## src/rtl/muldiv_sequencer_if.sv

```systemverilog
// Handshake bundle between the execute stage and the iterative mul/div engine.
interface muldiv_sequencer_if #(
  parameter int WIDTH = 16
);
  logic             start;
  logic [1:0]       op;
  logic [WIDTH-1:0] operand_a;
  logic [WIDTH-1:0] operand_b;
  logic             mf_req;
  logic             mf_sel;
  logic [WIDTH-1:0] mf_value;
  logic             busy;
  logic             stall;
  logic             done;
  logic             div_zero;
  logic [WIDTH-1:0] hi;
  logic [WIDTH-1:0] lo;

  modport master (
    output start, op, operand_a, operand_b, mf_req, mf_sel,
    input  mf_value, busy, stall, done, div_zero, hi, lo
  );

  modport slave (
    input  start, op, operand_a, operand_b, mf_req, mf_sel,
    output mf_value, busy, stall, done, div_zero, hi, lo
  );
endinterface

```

## src/rtl/muldiv_sequencer.sv

```systemverilog
// Iterative shift-add multiply / restoring divide with HI/LO result registers.
// Build option MULDIV_SIGNED_EN enables signed MULT/DIV selected by op[0].
//
// state  | meaning
// IDLE   | waiting for start; mf reads served from hi/lo
// RUN    | one multiply/divide iteration per cycle, WIDTH cycles
// FINISH | sign correction, hi/lo written, done pulsed next cycle
module muldiv_sequencer #(
  parameter int WIDTH = 16
) (
  input logic              clock,
  input logic              reset,
  muldiv_sequencer_if.slave bus
);
  localparam int CW = $clog2(WIDTH);

  typedef enum logic [1:0] {IDLE, RUN, FINISH} state_t;

  state_t           state, state_nx;
  logic [CW-1:0]    cnt;
  logic             is_div, dz;
  logic [WIDTH:0]   acc;
  logic [WIDTH-1:0] mq, md;
  logic [WIDTH-1:0] hi_r, lo_r;
  logic             done_r, dz_r;
  logic             start_dz;

  logic [WIDTH-1:0]   mag_a, mag_b;
  logic [WIDTH:0]     add_sum, rem_sh, diff;
  logic [2*WIDTH-1:0] prod, prod_fix;
  logic [WIDTH-1:0]   quo_fix, rem_fix;

  assign prod = {acc[WIDTH-1:0], mq};

`ifdef MULDIV_SIGNED_EN
  logic sign_a, sign_b;

  assign mag_a    = (bus.op[0] & bus.operand_a[WIDTH-1]) ? -bus.operand_a : bus.operand_a;
  assign mag_b    = (bus.op[0] & bus.operand_b[WIDTH-1]) ? -bus.operand_b : bus.operand_b;
  assign prod_fix = (sign_a ^ sign_b) ? -prod : prod;
  assign quo_fix  = (sign_a ^ sign_b) ? -mq : mq;
  assign rem_fix  = sign_a ? -acc[WIDTH-1:0] : acc[WIDTH-1:0];

  always_ff @(posedge clock or posedge reset) begin
    if (reset) begin
      sign_a <= 1'b0;
      sign_b <= 1'b0;
    end else if (state == IDLE && bus.start) begin
      sign_a <= bus.op[0] & bus.operand_a[WIDTH-1];
      sign_b <= bus.op[0] & bus.operand_b[WIDTH-1];
    end
  end
`else
  logic unused_op0;

  assign unused_op0 = bus.op[0];
  assign mag_a      = bus.operand_a;
  assign mag_b      = bus.operand_b;
  assign prod_fix   = prod;
  assign quo_fix    = mq;
  assign rem_fix    = acc[WIDTH-1:0];
`endif

  // acc is one bit wider than a half result so the carry/borrow is visible
  assign add_sum  = acc + (mq[0] ? {1'b0, md} : '0);
  assign rem_sh   = {acc[WIDTH-1:0], mq[WIDTH-1]};
  assign diff     = rem_sh - {1'b0, md};
  assign start_dz = bus.op[1] & (bus.operand_b == '0);

  always_ff @(posedge clock or posedge reset) begin
    if (reset) state <= IDLE;
    else       state <= state_nx;
  end

  always_comb begin
    state_nx = state;
    case (state)
      IDLE:    if (bus.start) state_nx = RUN;
      RUN:     if (cnt == '0) state_nx = FINISH;
      FINISH:  state_nx = IDLE;
      default: state_nx = IDLE;
    endcase
  end

  always_comb begin
    bus.busy  = (state != IDLE);
    bus.stall = bus.busy & (bus.start | bus.mf_req);
  end

  always_ff @(posedge clock or posedge reset) begin
    if (reset) begin
      cnt    <= '0;
      is_div <= 1'b0;
      dz     <= 1'b0;
      acc    <= '0;
      mq     <= '0;
      md     <= '0;
      hi_r   <= '0;
      lo_r   <= '0;
      done_r <= 1'b0;
      dz_r   <= 1'b0;
    end else begin
      done_r <= 1'b0;
      case (state)
        IDLE: begin
          if (bus.start) begin
            cnt    <= CW'(WIDTH - 1);
            is_div <= bus.op[1];
            dz     <= start_dz;
            acc    <= '0;
            if (bus.op[1]) begin
              md <= mag_b;
              // a zero divisor keeps the raw dividend so it lands in hi untouched
              mq <= start_dz ? bus.operand_a : mag_a;
            end else begin
              md <= mag_a;
              mq <= mag_b;
            end
          end
        end
        RUN: begin
          if (!dz) begin
            if (is_div) begin
              if (!diff[WIDTH]) begin
                acc <= diff;
                mq  <= {mq[WIDTH-2:0], 1'b1};
              end else begin
                acc <= rem_sh;
                mq  <= {mq[WIDTH-2:0], 1'b0};
              end
            end else begin
              acc <= {1'b0, add_sum[WIDTH:1]};
              mq  <= {add_sum[0], mq[WIDTH-1:1]};
            end
          end
          if (cnt != '0) cnt <= cnt - CW'(1);
        end
        FINISH: begin
          done_r <= 1'b1;
          dz_r   <= dz;
          if (dz) begin
            hi_r <= mq;
            lo_r <= '1;
          end else if (is_div) begin
            hi_r <= rem_fix;
            lo_r <= quo_fix;
          end else begin
            {hi_r, lo_r} <= prod_fix;
          end
        end
        default: ;
      endcase
    end
  end

  assign bus.hi       = hi_r;
  assign bus.lo       = lo_r;
  assign bus.done     = done_r;
  assign bus.div_zero = dz_r;
  assign bus.mf_value = bus.mf_sel ? hi_r : lo_r;
endmodule

```

## src/flat_wrapper.sv

```systemverilog
// flat-port wrapper written by rule: the top's interface ports become plain ports
module muldiv_sequencer_flat 
#(
  parameter int WIDTH = 16
)
  (clock, reset, bus_start, bus_op, bus_operand_a, bus_operand_b, bus_mf_req, bus_mf_sel, bus_mf_value, bus_busy, bus_stall, bus_done, bus_div_zero, bus_hi, bus_lo);
  muldiv_sequencer_if #(.WIDTH(WIDTH)) bus_i ();
  input logic clock;
  input logic reset;
  input wire logic [$bits(bus_i.start)-1:0] bus_start;
  input wire logic [$bits(bus_i.op)-1:0] bus_op;
  input wire logic [$bits(bus_i.operand_a)-1:0] bus_operand_a;
  input wire logic [$bits(bus_i.operand_b)-1:0] bus_operand_b;
  input wire logic [$bits(bus_i.mf_req)-1:0] bus_mf_req;
  input wire logic [$bits(bus_i.mf_sel)-1:0] bus_mf_sel;
  output wire logic [$bits(bus_i.mf_value)-1:0] bus_mf_value;
  output wire logic [$bits(bus_i.busy)-1:0] bus_busy;
  output wire logic [$bits(bus_i.stall)-1:0] bus_stall;
  output wire logic [$bits(bus_i.done)-1:0] bus_done;
  output wire logic [$bits(bus_i.div_zero)-1:0] bus_div_zero;
  output wire logic [$bits(bus_i.hi)-1:0] bus_hi;
  output wire logic [$bits(bus_i.lo)-1:0] bus_lo;
  assign bus_i.start = bus_start;
  assign bus_i.op = bus_op;
  assign bus_i.operand_a = bus_operand_a;
  assign bus_i.operand_b = bus_operand_b;
  assign bus_i.mf_req = bus_mf_req;
  assign bus_i.mf_sel = bus_mf_sel;
  assign bus_mf_value = bus_i.mf_value;
  assign bus_busy = bus_i.busy;
  assign bus_stall = bus_i.stall;
  assign bus_done = bus_i.done;
  assign bus_div_zero = bus_i.div_zero;
  assign bus_hi = bus_i.hi;
  assign bus_lo = bus_i.lo;
  muldiv_sequencer #(.WIDTH(WIDTH)) u_core (.clock(clock), .reset(reset), .bus(bus_i));
endmodule
```

## config.mk

```make
export PLATFORM = sky130hd
export DESIGN_NAME = muldiv_sequencer_flat
export DESIGN_NICKNAME = d
export VERILOG_FILES = /design/src/rtl/muldiv_sequencer_if.sv /design/src/rtl/muldiv_sequencer.sv /design/src/flat_wrapper.sv
export SDC_FILE = /design/constraint.sdc
export NUM_CORES = 1
export LEC_CHECK = 0
export BUFFER_PORTS_ARGS = -buffer_cell sky130_fd_sc_hd__buf_2
export CAP_MARGIN = 20
export CORE_MARGIN = 10
export CORE_UTILIZATION = 55
export CTS_CLUSTER_DIAMETER = 50
export CTS_CLUSTER_SIZE = 8
export DETAILED_ROUTE_END_ITERATION = 8
export PLACE_DENSITY = 0.74
export SETUP_SLACK_MARGIN = 0.2
export SLEW_MARGIN = 30
export SYNTH_ARGS = -nofsm -noshare
export SYNTH_HDL_FRONTEND = slang
export SYNTH_SLANG_ARGS = --single-unit
export TNS_END_PERCENT = 100
```

## constraint.sdc

```tcl
create_clock -name clock -period 7.9 [get_ports clock]
set_input_delay 1.185 -clock clock [delete_from_list [all_inputs] [get_ports clock]]
set_output_delay 1.185 -clock clock [all_outputs]
set_load 0.02 [all_outputs]
```

Word-level counts from Yosys, hierarchy flattened
Index checks and enable logic that the tools add are counted.

Bits in registers: 91. Bits of input ports: 39. Output and inout bits: 52. Logic and storage cells: 56.

$add $sub $neg: 3. Eq/ne operators: 6. Mux-type cells: 23. Bitwise logic cells: 3. Reduce and logical (&&, ||, !) cells: 10.

Operator list (number): $mux W16 (9); $mux W17 (4); $pmux W17 S2 (1); $pmux W16 S2 (1); $add A17 B17 Y17 (1); $sub A17 B16 Y17 (1); $logic_not A16 Y1 (1); $mux W4 (2); $pmux W4 S2 (1); $reduce_and A3 Y1 (2); $logic_not A4 Y1 (1); $mux W2 (2); $ne A2 B1 Y1 const B (2); $ne A2 B2 Y1 const B (2); $pmux W2 S2 (1); $reduce_and A2 Y1 (2); $reduce_bool A2 Y1 (2); $reduce_bool A4 Y1 (1); $sub A4 B1 Y4 const B (1); $and A1 B1 Y1 (2); $eq A2 B1 Y1 const B (1); $eq A2 B2 Y1 const B (1); $logic_not A2 Y1 (1); $mux W1 (2); $or A1 B1 Y1 (1).

Logic depth before layout (Yosys ltp)
Gate-level depths: netlist (run 1).

Word-level depth: 5. Depth in mapped cells: 17. Gate-level depth less buffers: 16.

Least setup slack after synthesis (run 1)
OpenSTA, ideal clock, no wires.

Path type: input-to-output. From: in bus_mf_sel. To: out bus_mf_value[10]. Data arrival time: 2214 ps. Required time: 6715 ps. Slack: 4501 ps. Cell stages on the path: 3. Path buffers: 2. Path through: clkbuf_1 > clkbuf_1 > mux2_2.

Cells in the longest elaborated chain, start to end: 1.

Ends and longest elaborated chain: start, declared (RTL line flat_wrapper.sv:15) `input wire logic [$bits(bus_i.mf_sel)-1:0] bus_mf_sel;`; $mux W16 (RTL line muldiv_sequencer.sv:160) `assign bus.mf_value = bus.mf_sel ? hi_r : lo_r;`; end, declared (RTL line flat_wrapper.sv:16) `output wire logic [$bits(bus_i.mf_value)-1:0] bus_mf_value;`.

No other way between the ends.

Worst setup path after layout (run 1)
From: reg u_core.mq[15]. To: reg u_core.acc[6].

Cells in the longest elaborated chain, start to end: 5.

Ends and longest elaborated chain: start, declared (RTL line muldiv_sequencer.sv:23) `logic [WIDTH-1:0] mq, md;`; start signal, assigned (RTL line muldiv_sequencer.sv:114) `mq <= start_dz ? bus.operand_a : mag_a;`; start signal, assigned (RTL line muldiv_sequencer.sv:117) `mq <= mag_b;`; start signal, assigned (RTL line muldiv_sequencer.sv:126) `mq <= {mq[WIDTH-2:0], 1'b1};`; $sub A17 B16 Y17 (RTL line muldiv_sequencer.sv:67) `assign diff = rem_sh - {1'b0, md};`; $mux W17 (RTL line muldiv_sequencer.sv:124) `if (!diff[WIDTH]) begin`; $mux W17 (RTL line muldiv_sequencer.sv:123) `if (is_div) begin`; $mux W17 (RTL line muldiv_sequencer.sv:122) `if (!dz) begin`; $pmux W17 S2 (RTL line muldiv_sequencer.sv:104) `case (state)`; end signal, assigned (RTL line muldiv_sequencer.sv:125) `acc <= diff;`; end signal, assigned (RTL line muldiv_sequencer.sv:128) `acc <= rem_sh;`; end signal, assigned (RTL line muldiv_sequencer.sv:132) `acc <= {1'b0, add_sum[WIDTH:1]};`; end, declared (RTL line muldiv_sequencer.sv:22) `logic [WIDTH:0] acc;`.

No other way between the ends. The select of a mux whose other input is x is not followed. A chain may end at the register's enable or synchronous reset.

==> out/qor.yml, run 1 <==
routing:
  viasPerCell: 5.92
  drc: 0
  vias: 5662
  routedWlPerCell_um: 18.5
  drtIter0Drc: 438
  ant_nets: 0
  first_pass_iters: 6
  drt-total-wl_um: 17600
synth:
  synthArstFlopShare: 1.00
  synth-seq-cells: 91
  synthMuxAreaShare: 0.140
  synthDistinctLibCells: 54
  synthAdderAreaFrac: 0.0749
  ys.flop_type: "dfrtp_1"
  synth-edff-count: 0
  netlist_area_um2: 6380
  synth.avg_cell_area_um2: 8.55
  synth.most_common_cell: "nand2_1"
  yosysWarnings: 0
  synth_top_family_by_area: "compound AO/OA/AOI/OAI gates"
  synth_compound_area_frac: 0.191
  synth.top_cells.by_area: "dfrtp_1 (36%), o21ai_0 (8.7%), mux2i_1 (8.0%)"
  syn_inst: 747
  ys_seq_area_frac: 0.357
  synth_top_area_share: 0.357
  synth.net_count: 823
  synth_commonest_cells: "nand2_1 (128), o21ai_0 (111), dfrtp_1 (91), mux2i_1 (51), nor2_1 (43)"
  synth-xor-area-share: 0.0343
  synth-simple-area-share: 0.157
  post-synth-top-area-cell: "dfrtp_1"
clock_tree:
  numCtsBuffers: 9
  post-cts-setup-buffers: 0
  cts-htree-levels: 3
  cts_tree: "yes"
  cts_root_buffer: "clkbuf_16"
  ctsHoldBuffers: 0
  clkTransAtPathRegs_ns: 0.07
  clockBufferDepth: 2
  clock_sinks: 91
  clk_latency_ns: 0.35
  cts_resized: 0
timing:
  tightest_slew_ns: 0.883
  skew_ns: 0.00769
  period_needed_ns: 3.82
  period_share: 0.483
  fmax_mhz: 262
  rsz0062_at_grt: "no"
  finalMaxSlewViolations: 0
  slew_headroom: 0.411
  setup_viol: 0
  tns_ns: 0
  timing_hold_violations_final: 0
outcome:
  status: "complete, no violations"
critical_path:
  max_stage_delay_ns: 0.71
  crit_type: "reg2reg"
  path_cells: "inv_1, ha_1, fa_1, nor2b_1, o21bai_2, nand3b_1, a221oi_4, o21ai_0, nand3_1, nand2_1, ha_1, nand2b_1, nor2_1, a22oi_1, o21ai_0, a21o_1"
  arrival_ns: 4.06
  crit_path_start_kind: "flip-flop"
  required_ns: 8.14
  cp_max_fo: 18
  slowest_stage: "ha_1"
  end_kind: "flip-flop"
  rr_worst_depth: 16
cells_and_area:
  stdcell_area_um2: 7200
  n_antenna_cell: 0
  synthToLayoutAreaGrowth_pct: 12.8
  nets: 884
  drive_gt1_frac: 0.196
power_and_ir_drop:
  power_uw: 3600
  ir_drop_uv: 252
  internal-power_uw: 1830
  power_leakage_uw: 0.00348
  power_density_nw_per_um2: 500
  net-switching-power_uw: 1770
  power.share.combinational: 0.603
  p_seq_frac: 0.272
  power.share.switching: 0.491
  p_clk_frac: 0.125
floorplan:
  num_rows: 39
  die_h_um: 128
  dieArea_um2: 16300
  initial_core_util: 0.562
  core-area_um2: 11400
  fp.dieW_um: 128
  io_pins: 91
global_route:
  antenna_found_initial: 0
  overflow: 0
  grt_pass1_wl_um: 28300
  grt_max_degree: 89
  grt_pass1_vias: 5558
  grt_usage: 0.214
placed_design:
  dp_hpwl_um: 13200
  io_buffers: 89
  place_area_um2: 6880
  gp_congestion: 0.919
worst_hold_path:
  whs_path_depth: 2
  worst_hold_path_type: "reg2reg"
job:
  maxCapViolations: 0
-- kinds of logic (layout without fill, tap and decap cells) --
group                      Yosys count  count (layout)
xor gates and xnor gates            25              25
buffers and inverters               77             143
muxes                               85              85
adders and majority gates           37              37
and+or+nand+nor                    229             229
AOI/OAI and AO/OA                  203             203
DFF                                 91              91
-- flip-flops by register name (all words and copies together), names as in the netlist --
signal,count
u_core.acc,17
u_core.bus.hi,16
u_core.bus.lo,16
u_core.md,16
u_core.mq,16
u_core.cnt,4
u_core.state,2
u_core.bus.div_zero,1
u_core.bus.done,1
u_core.dz,1
u_core.is_div,1
-- power by group through the flow --
stage / clock network [uW] / logic, uW / registers (uW)
floorplan: 0 / 1610 / 929
global placement: 0 / 2080 / 963
detailed placement: 0 / 2140 / 978
CTS: 459 / 2160 / 970
global route: 479 / 2420 / 1010
finish: 450 / 2170 / 980
-- worst max-delay path, delay by kind of cell, from the launching register on --
kind | cells | cell delay, ns
AOI/OAI and AO/OA | 6 | 1.19
adders and majority gates | 3 | 1.16
and+or+nand+nor | 6 | 0.83
DFF | 1 | 0.42
buffers and inverters | 1 | 0.11
-- layout by cell type (no fill, tap or decap), types with 6 or more instances in the layout --
master,Yosys,routed
nor2_1,43,42
nand3_1,6,6
a21o_1,8,8
xor2_1,13,13
inv_1,33,32
nand2b_1,7,6
a21oi_1,34,34
mux2i_1,51,51
and2_1,15,15
o21ai_0,111,111
clkbuf_16,0,9
nand2_1,128,127
mux2_2,34,34
xnor2_1,12,12
ha_1,35,35
dfrtp_1,91,91
nand4_1,6,6
nor3_1,6,6
buf_2,6,89
-- area by class of cell --
type / count / area, um2
timing repair buffer: 94 / 487
tap: 143 / 179
multi-input combinational: 579 / 3820
sequential: 91 / 2280
clock buffer: 9 / 225
inverter: 33 / 125
fill: 1009 / 4170
clock inverter: 7 / 87.6
-- routing by layer --
| metal | vias to the layer above | track usage | wire length [um] |
|---|---|---|---|
| met2 | 193 | 0.339 | 8210 |
| met1 | 2688 | 0.273 | 7600 |
| met4 | 0 | 0.0940 | 569 |
| met5 | - | 0 | 0 |
| met3 | 39 | 0.0488 | 1260 |
| li1 | 2742 | - | - |
-- path summary, 6_finish.rpt --
| path | from | to | slack (ns) |
|---|---|---|---|
| worst max-delay path | u_core.mq[15] | u_core.acc[6] | 4.08 |
| worst min-delay path | u_core.bus.lo[1] | u_core.bus.lo[1] | 0.51 |
| worst max register to register | u_core.mq[15] | u_core.acc[6] | 4.08 |
| worst min register to register | u_core.bus.lo[1] | u_core.bus.lo[1] | 0.51 |
| max in group asynchronous | reset | u_core.md[9] | 6.25 |
| min in group asynchronous | reset | u_core.acc[9] | 0.68 |
-- metrics by stage --
stage               std cells  worst slack, ns  hold WS (ns)  utilization
global placement          940             4.19         0.480        0.605
CTS                       956             4.12         0.507        0.633
finish                    956             4.08         0.505        0.634
floorplan                 747             4.35         0.463            -
global route              956             3.74         0.531        0.634
detailed placement        940             4.16         0.491        0.605
No activity file was read; power rests on OpenSTA's default activity.
==> run 2, diff against run 1 <==
Settings changed: ABC_AREA from default to 1, CORE_UTILIZATION 55 to 53.
Clock period 7.9 ns to 3.3 ns, I/O delays scaled along.
==> run 2 against run 1 <==
Compared with the run above:
- global-route usage up 1.1 points
- final cell count up 31%
- sequential power up 120%
- hold slack worse by 0.28 ns
- die area up 8.6%
- synthesized cell count up 35%
- sequential share of layout area down 1.8 points
- core utilization down 2.6 points
- non-clock buffer count up 4
- wire length up 14%
- largest cell class unchanged
- highest routed layer unchanged
==> out/qor.yml, run 2 <==
critical_path:
  arrival_ns: 3.20  # -0.86 ns
  required_ns: 3.60  # -4.54 ns
  cp_max_fo: 22  # +4
  end_kind: "flip-flop"
  crit_type: "reg2reg"
  crit_path_start_kind: "flip-flop"
placed_design:
  dp_hpwl_um: 15800  # +20%
  place_area_um2: 7320  # +6.3%
  gp_congestion: 0.958  # +4.2%
  io_buffers: 89  # unchanged
synth:
  synthArstFlopShare: 1.00  # unchanged
  synth.net_count: 1084  # +32%
  synth_top_area_share: 0.336  # -0.0209
  synth-seq-cells: 91  # unchanged
  synth-edff-count: 0  # unchanged
  synthDistinctLibCells: 37  # -31%
  synth_commonest_cells: "nand2_1 (267), inv_1 (164), dfrtp_1 (91), a21oi_1 (85), nor2_1 (75)"
  syn_inst: 1008  # +35%
  synth.avg_cell_area_um2: 6.73  # -21%
  synth.most_common_cell: "nand2_1"
  ys_seq_area_frac: 0.336  # -0.0209
  synth.top_cells.by_area: "dfrtp_1 (34%), nand2_1 (15%), inv_1 (9.1%)"
  ys.flop_type: "dfrtp_1"
  netlist_area_um2: 6780  # +6.2%
  post-synth-top-area-cell: "dfrtp_1"
  yosysWarnings: 0  # unchanged
timing:
  timing_hold_violations_final: 0  # unchanged
  tns_ns: 0  # unchanged
  setup_viol: 0  # unchanged
  tightest_slew_ns: 0.839  # -0.0442 ns
  period_needed_ns: 2.90  # -0.915 ns
  rsz0062_at_grt: "no"
  fmax_mhz: 344  # +32%
  finalMaxSlewViolations: 0  # unchanged
  slew_headroom: 0.441  # +0.0295
  skew_ns: 0.00860  # +0.000902 ns
  period_share: 0.880  # +0.396
routing:
  drc: 0  # unchanged
  ant_nets: 0  # unchanged
  viasPerCell: 5.45  # -8.0%
  drt-total-wl_um: 20100  # +14%
  routedWlPerCell_um: 16.1  # -13%
  first_pass_iters: 5  # -1
  drtIter0Drc: 535  # +22%
  vias: 6820  # +20%
global_route:
  grt_pass1_wl_um: 32700  # +16%
  overflow: 0  # unchanged
  antenna_found_initial: 0  # unchanged
  grt_usage: 0.225  # +0.0107
  grt_pass1_vias: 6242  # +12%
  grt_max_degree: 49  # -45%
clock_tree:
  post-cts-setup-buffers: 0  # unchanged
  cts-htree-levels: 3  # unchanged
  cts_resized: 0  # unchanged
  ctsHoldBuffers: 0  # unchanged
  clock_sinks: 91  # unchanged
  cts_root_buffer: "clkbuf_16"
  numCtsBuffers: 9  # unchanged
  clockBufferDepth: 2  # unchanged
  clk_latency_ns: 0.35  # about the same
  cts_tree: "yes"
  clkTransAtPathRegs_ns: 0.08  # about the same
floorplan:
  fp.dieW_um: 133  # +4.2%
  initial_core_util: 0.540  # -0.0219
  dieArea_um2: 17700  # +8.6%
  io_pins: 91  # unchanged
  num_rows: 41  # +5.1%
  die_h_um: 133  # +4.2%
  core-area_um2: 12600  # +11%
cells_and_area:
  drive_gt1_frac: 0.120  # -0.0751
  final_util: 0.608  # -0.0259
  final_cell_mix: "nand2_1 (267), inv_1 (163), dfrtp_1 (91)"
  synthToLayoutAreaGrowth_pct: 12.6
  stdcell_area_um2: 7640  # +6.0%
  n_antenna_cell: 0  # unchanged
  largest_reg_flops: 17  # unchanged
  regMostFlops: "u_core.acc"
  layout_commonest_cell: "nand2_1"
  nets: 1150  # +30%
outcome:
  status: "complete, no violations"
worst_hold_path:
  worst_hold_path_type: "in2async"
power_and_ir_drop:
  power_leakage_uw: 0.00420  # +21%
  power_density_nw_per_um2: 1230  # +150%
  ir_drop_uv: 470  # +87%
job:
  maxCapViolations: 0  # unchanged
## run 2: cell count changes after synthesis, moves of 14 or more
cell | previous run | this run
nand2_1 | 128 | 267
o211ai_1 | 5 | 35
a31oi_1 | 4 | 18
inv_1 | 33 | 164
nand3_1 | 6 | 57
mux2_2 | 34 | 0
mux2i_1 | 51 | 0
o21ai_0 | 111 | 66
nor2_1 | 43 | 75
a21oi_1 | 34 | 85
## run 2: kinds of logic (layout without fill, tap and decap cells)
family	after synthesis	in the layout	share of synthesized area
AO/OA/AOI/OAI	229	229	0.193
XOR/XNOR	8	8	0.0103
adder cells (fa/ha/maj)	37	37	0.0705
buffers and inverters	213	284	0.126
flip-flops	91	91	0.336
AND/OR/NAND/NOR	430	430	0.265
## run 2: path summary, 6_finish.rpt
check | startpoint | to | slack [ns] | depth (start not counted)
max in group asynchronous | reset | u_core.md[4] | 2.45 | 3
setup reg to reg | u_core.mq[15] | u_core.acc[4] | 0.40 | 17
hold / removal | reset | u_core.bus.div_zero | 0.22 | 2
hold reg to reg | u_core.cnt[3] | u_core.state[1] | 0.48 | 1
min in group clock | bus_operand_a[0] | u_core.md[0] | 0.41 | 3
setup / recovery | u_core.mq[15] | u_core.acc[4] | 0.40 | 17
## run 2: layout make-up
| class | count | area (um2) |
|---|---|---|
| clock buffer | 9 | 225 |
| clock inverter | 7 | 76.3 |
| fill | 1221 | 4930 |
| inverter | 170 | 646 |
| multi-input combinational | 704 | 3660 |
| sequential | 91 | 2280 |
| tap | 172 | 215 |
| timing repair buffer | 98 | 538 |
## run 2: per-layer routing
metal  track usage  part of all wire  vias to the layer above
met5             0                 0                        -
met4        0.0502             0.013                        0
met3        0.0571             0.082                       22
met2         0.343              0.44                      243
met1         0.313              0.46                     3136
li1              -                 -                     3419
## run 2: where the power goes
part           switching, uW  total, uW  leakage, uW  internal [uW]
sequential               569       2200      0.00113           1630
combinational           3950       6130      0.00292           2170
clock                    522       1070     0.000149            543
total                   5050       9390      0.00420           4340
## run 2: critical path: stages (launching register included)
cell,delay [ns]
dfrtp_1,0.38
inv_1,0.12
ha_2,0.21
fa_1,0.45
inv_1,0.09
nand2_1,0.06
nand3_2,0.10
nand2_1,0.09
nand2_1,0.09
a21oi_1,0.07
o21bai_1,0.24
ha_1,0.29
inv_1,0.10
buf_12,0.16
a21oi_1,0.07
o21ai_0,0.13
o211ai_1,0.13
nand2_1,0.07
## run 2: stage by stage
step	cells	power [uW]	setup slack (ns)	hold slack (ns)
final	1251	9390	0.397	0.222
after global routing	1251	10300	0.242	0.268
after CTS	1251	9250	0.313	0.317
after global placement	1235	8060	0.391	0.452
after detailed placement	1235	8150	0.337	0.461
after floorplan	1008	6570	0.441	0.424
==> run 3, diff against run 2 <==
Settings changed: GPL_TIMING_DRIVEN from default to 0, RECOVER_POWER from default to 50, SKIP_CTS_REPAIR_TIMING from default to 1.
==> run 3 against run 2 <==
Compared with the run above:
- the run now ends with capacitance limit, slew limit left
- largest cell class unchanged
- wire length increased by 6.0%
- via count increased by 2.6%
- sequential share of layout area decreased by 0.28 points
- first-iteration DRC count increased by 42%
- sequential power about the same
- register-to-register slack got worse by 0.02 ns
- power increased by 0.40%
- combinational power increased by 2%
- die area unchanged
- count of clock-buffer cells in the layout unchanged
- sequential cell count unchanged
==> out/qor.yml, run 3 (synthesized netlist as in run 2, its figures left out) <==
global_route:
  grt_pass1_wl_um: 34200  # +4.4%
  overflow: 0  # unchanged
  antenna_found_initial: 0  # unchanged
  grt_max_degree: 52  # +6.1%
  grt_pass1_vias: 6551  # +5.0%
  grt_usage: 0.237  # +0.0123
cells_and_area:
  synthToLayoutAreaGrowth_pct: 13.7
  n_antenna_cell: 0  # unchanged
  largest_reg_flops: 17  # unchanged
  stdcell_area_um2: 7710  # +0.95%
  regMostFlops: "u_core.acc"
  drive_gt1_frac: 0.107  # -0.0136
  nets: 1185  # +3.0%
  final_cell_mix: "nand2_1 (267), inv_1 (162), dfrtp_1 (91)"
  layout_commonest_cell: "nand2_1"
  final_cells: 1285  # +2.7%
critical_path:
  rrSetupSlack_ns: 0.38  # -0.02 ns
  critPathLaunch: "u_core.mq[15]"
  end_kind: "flip-flop"
  path_common_cell: "nand2_1"
  arrival_ns: 3.22  # +0.02 ns
  crit_path_start_kind: "flip-flop"
  slowest_stage: "fa_1"
  r2r_start: "u_core.mq[15]"
  rr_worst_depth: 17  # unchanged
  required_ns: 3.60  # about the same
  crit_type: "reg2reg"
  path_cells: "inv_2, ha_1, fa_1, inv_1, nand2_1, nand3_1, nand2_1, nand2_1, a21oi_1, o21bai_2, ha_1, inv_2, buf_6, a21oi_1, o21ai_0, o211ai_1, nand2_1"
  cp_max_fo: 10  # -55%
  max_stage_delay_ns: 0.46  # about the same
  r2r-end: "u_core.acc[4]"
clock_tree:
  clkTransAtPathRegs_ns: 0.07  # about the same
  cts_root_buffer: "clkbuf_16"
  clock_sinks: 91  # unchanged
  numCtsBuffers: 9  # unchanged
  clk_latency_ns: 0.36  # about the same
  cts_tree: "yes"
  cts-htree-levels: 3  # unchanged
  clockBufferDepth: 2  # unchanged
routing:
  drtIter0Drc: 762  # +42%
  viasPerCell: 5.45  # about the same
  drc: 0  # unchanged
  drt-total-wl_um: 21300  # +6.0%
  routedWlPerCell_um: 16.6  # +3.2%
  vias: 6999  # +2.6%
  ant_nets: 0  # unchanged
  first_pass_iters: 8  # +3
placed_design:
  dp.cells: 1269  # +2.8%
  gp_congestion: 0.963  # +0.50%
  io_buffers: 88  # -1.1%
  place_area_um2: 7460  # +2.0%
  dp_hpwl_um: 17100  # +8.5%
timing:
  tns_ns: 0  # unchanged
  tightest_slew_ns: 2.31  # +1.47 ns
  period_share: 0.885  # +0.00541
  rsz0062_at_grt: "no"
  skew_ns: 0.00887  # +0.000272 ns
  timing_hold_violations_final: 0  # unchanged
  finalMaxSlewViolations: 52  # +52
  setup_viol: 0  # unchanged
  period_needed_ns: 2.92  # +0.0178 ns
  slew_headroom: -0.546  # -0.987
  fmax_mhz: 342  # -0.61%
floorplan:
  core-area_um2: 12600  # unchanged
  io_pins: 91  # unchanged
  fp.dieW_um: 133  # unchanged
  initial_core_util: 0.540  # unchanged
  dieArea_um2: 17700  # unchanged
  die_h_um: 133  # unchanged
  num_rows: 41  # unchanged
power_and_ir_drop:
  power_leakage_uw: 0.00417  # -0.61%
  power_density_nw_per_um2: 1220  # -0.54%
  ir_drop_uv: 651  # +38%
  power_uw: 9430  # +0.40%
outcome:
  violations: "capacitance limit, slew limit"
  status: "complete, but fails checks"
worst_hold_path:
  worst_hold_path_type: "in2reg"
  whs_endpoint: "u_core.md[0]"
  hp-start: "bus_operand_a[0]"
  whs_path_depth: 3
job:
  maxCapViolations: 1  # +1
## run 3: layout make-up
class	count	area, um2
Fill cell	1213	4860
Multi-Input combinational cell	704	3650
Sequential cell	91	2280
Inverter	170	644
Timing Repair Buffer	90	425
Clock buffer	9	225
Buffer	43	221
Tap cell	172	215
Clock inverter	6	50.0
## run 3: power by group
| group | total (uW) | internal, uW | switching, uW |
|---|---|---|---|
| logic | 6250 | 2190 | 4060 |
| registers | 2180 | 1630 | 553 |
| clock network | 998 | 517 | 481 |
| total | 9430 | 4340 | 5090 |
## run 3: layer usage
layer,vias to the layer above,track usage,wire [um],share of wire
met4,0,0.0834,444,0.021
met3,30,0.0492,1890,0.089
met1,3203,0.325,9660,0.45
met5,-,0,0,0
met2,294,0.361,9320,0.44
li1,3472,-,-,-
## run 3: how the worst max path moves through the flow
stage | end | slack (ns) | depth (start not counted)
after floorplan | u_core.acc[0] | 0.44 | 1
after global placement | u_core.md[11] | -0.67 | 2
after detailed placement | u_core.acc[4] | 0.02 | 17
after CTS | u_core.acc[4] | -0.004 | 17
after global routing | u_core.acc[3] | 0.19 | 16
final | u_core.acc[4] | 0.38 | 17
## run 3: per-stage QoR
step / setup slack, ns / utilization / hold slack, ns
after floorplan: 0.441 / - / 0.424
after global placement: -0.667 / 0.592 / 0.450
after detailed placement: 0.0171 / 0.594 / 0.447
after CTS: -0.00410 / 0.616 / 0.188
after global routing: 0.193 / 0.614 / 0.436
final: 0.379 / 0.614 / 0.418
## run 3: worst max-delay path, delay by kind of cell (launching register included)
kind,cells,cell delay (ns)
AND/OR/NAND/NOR,5,0.45
flip-flops,1,0.39
buffers and inverters,4,0.42
adder cells (fa/ha/maj),3,0.97
AO/OA/AOI/OAI,5,0.63
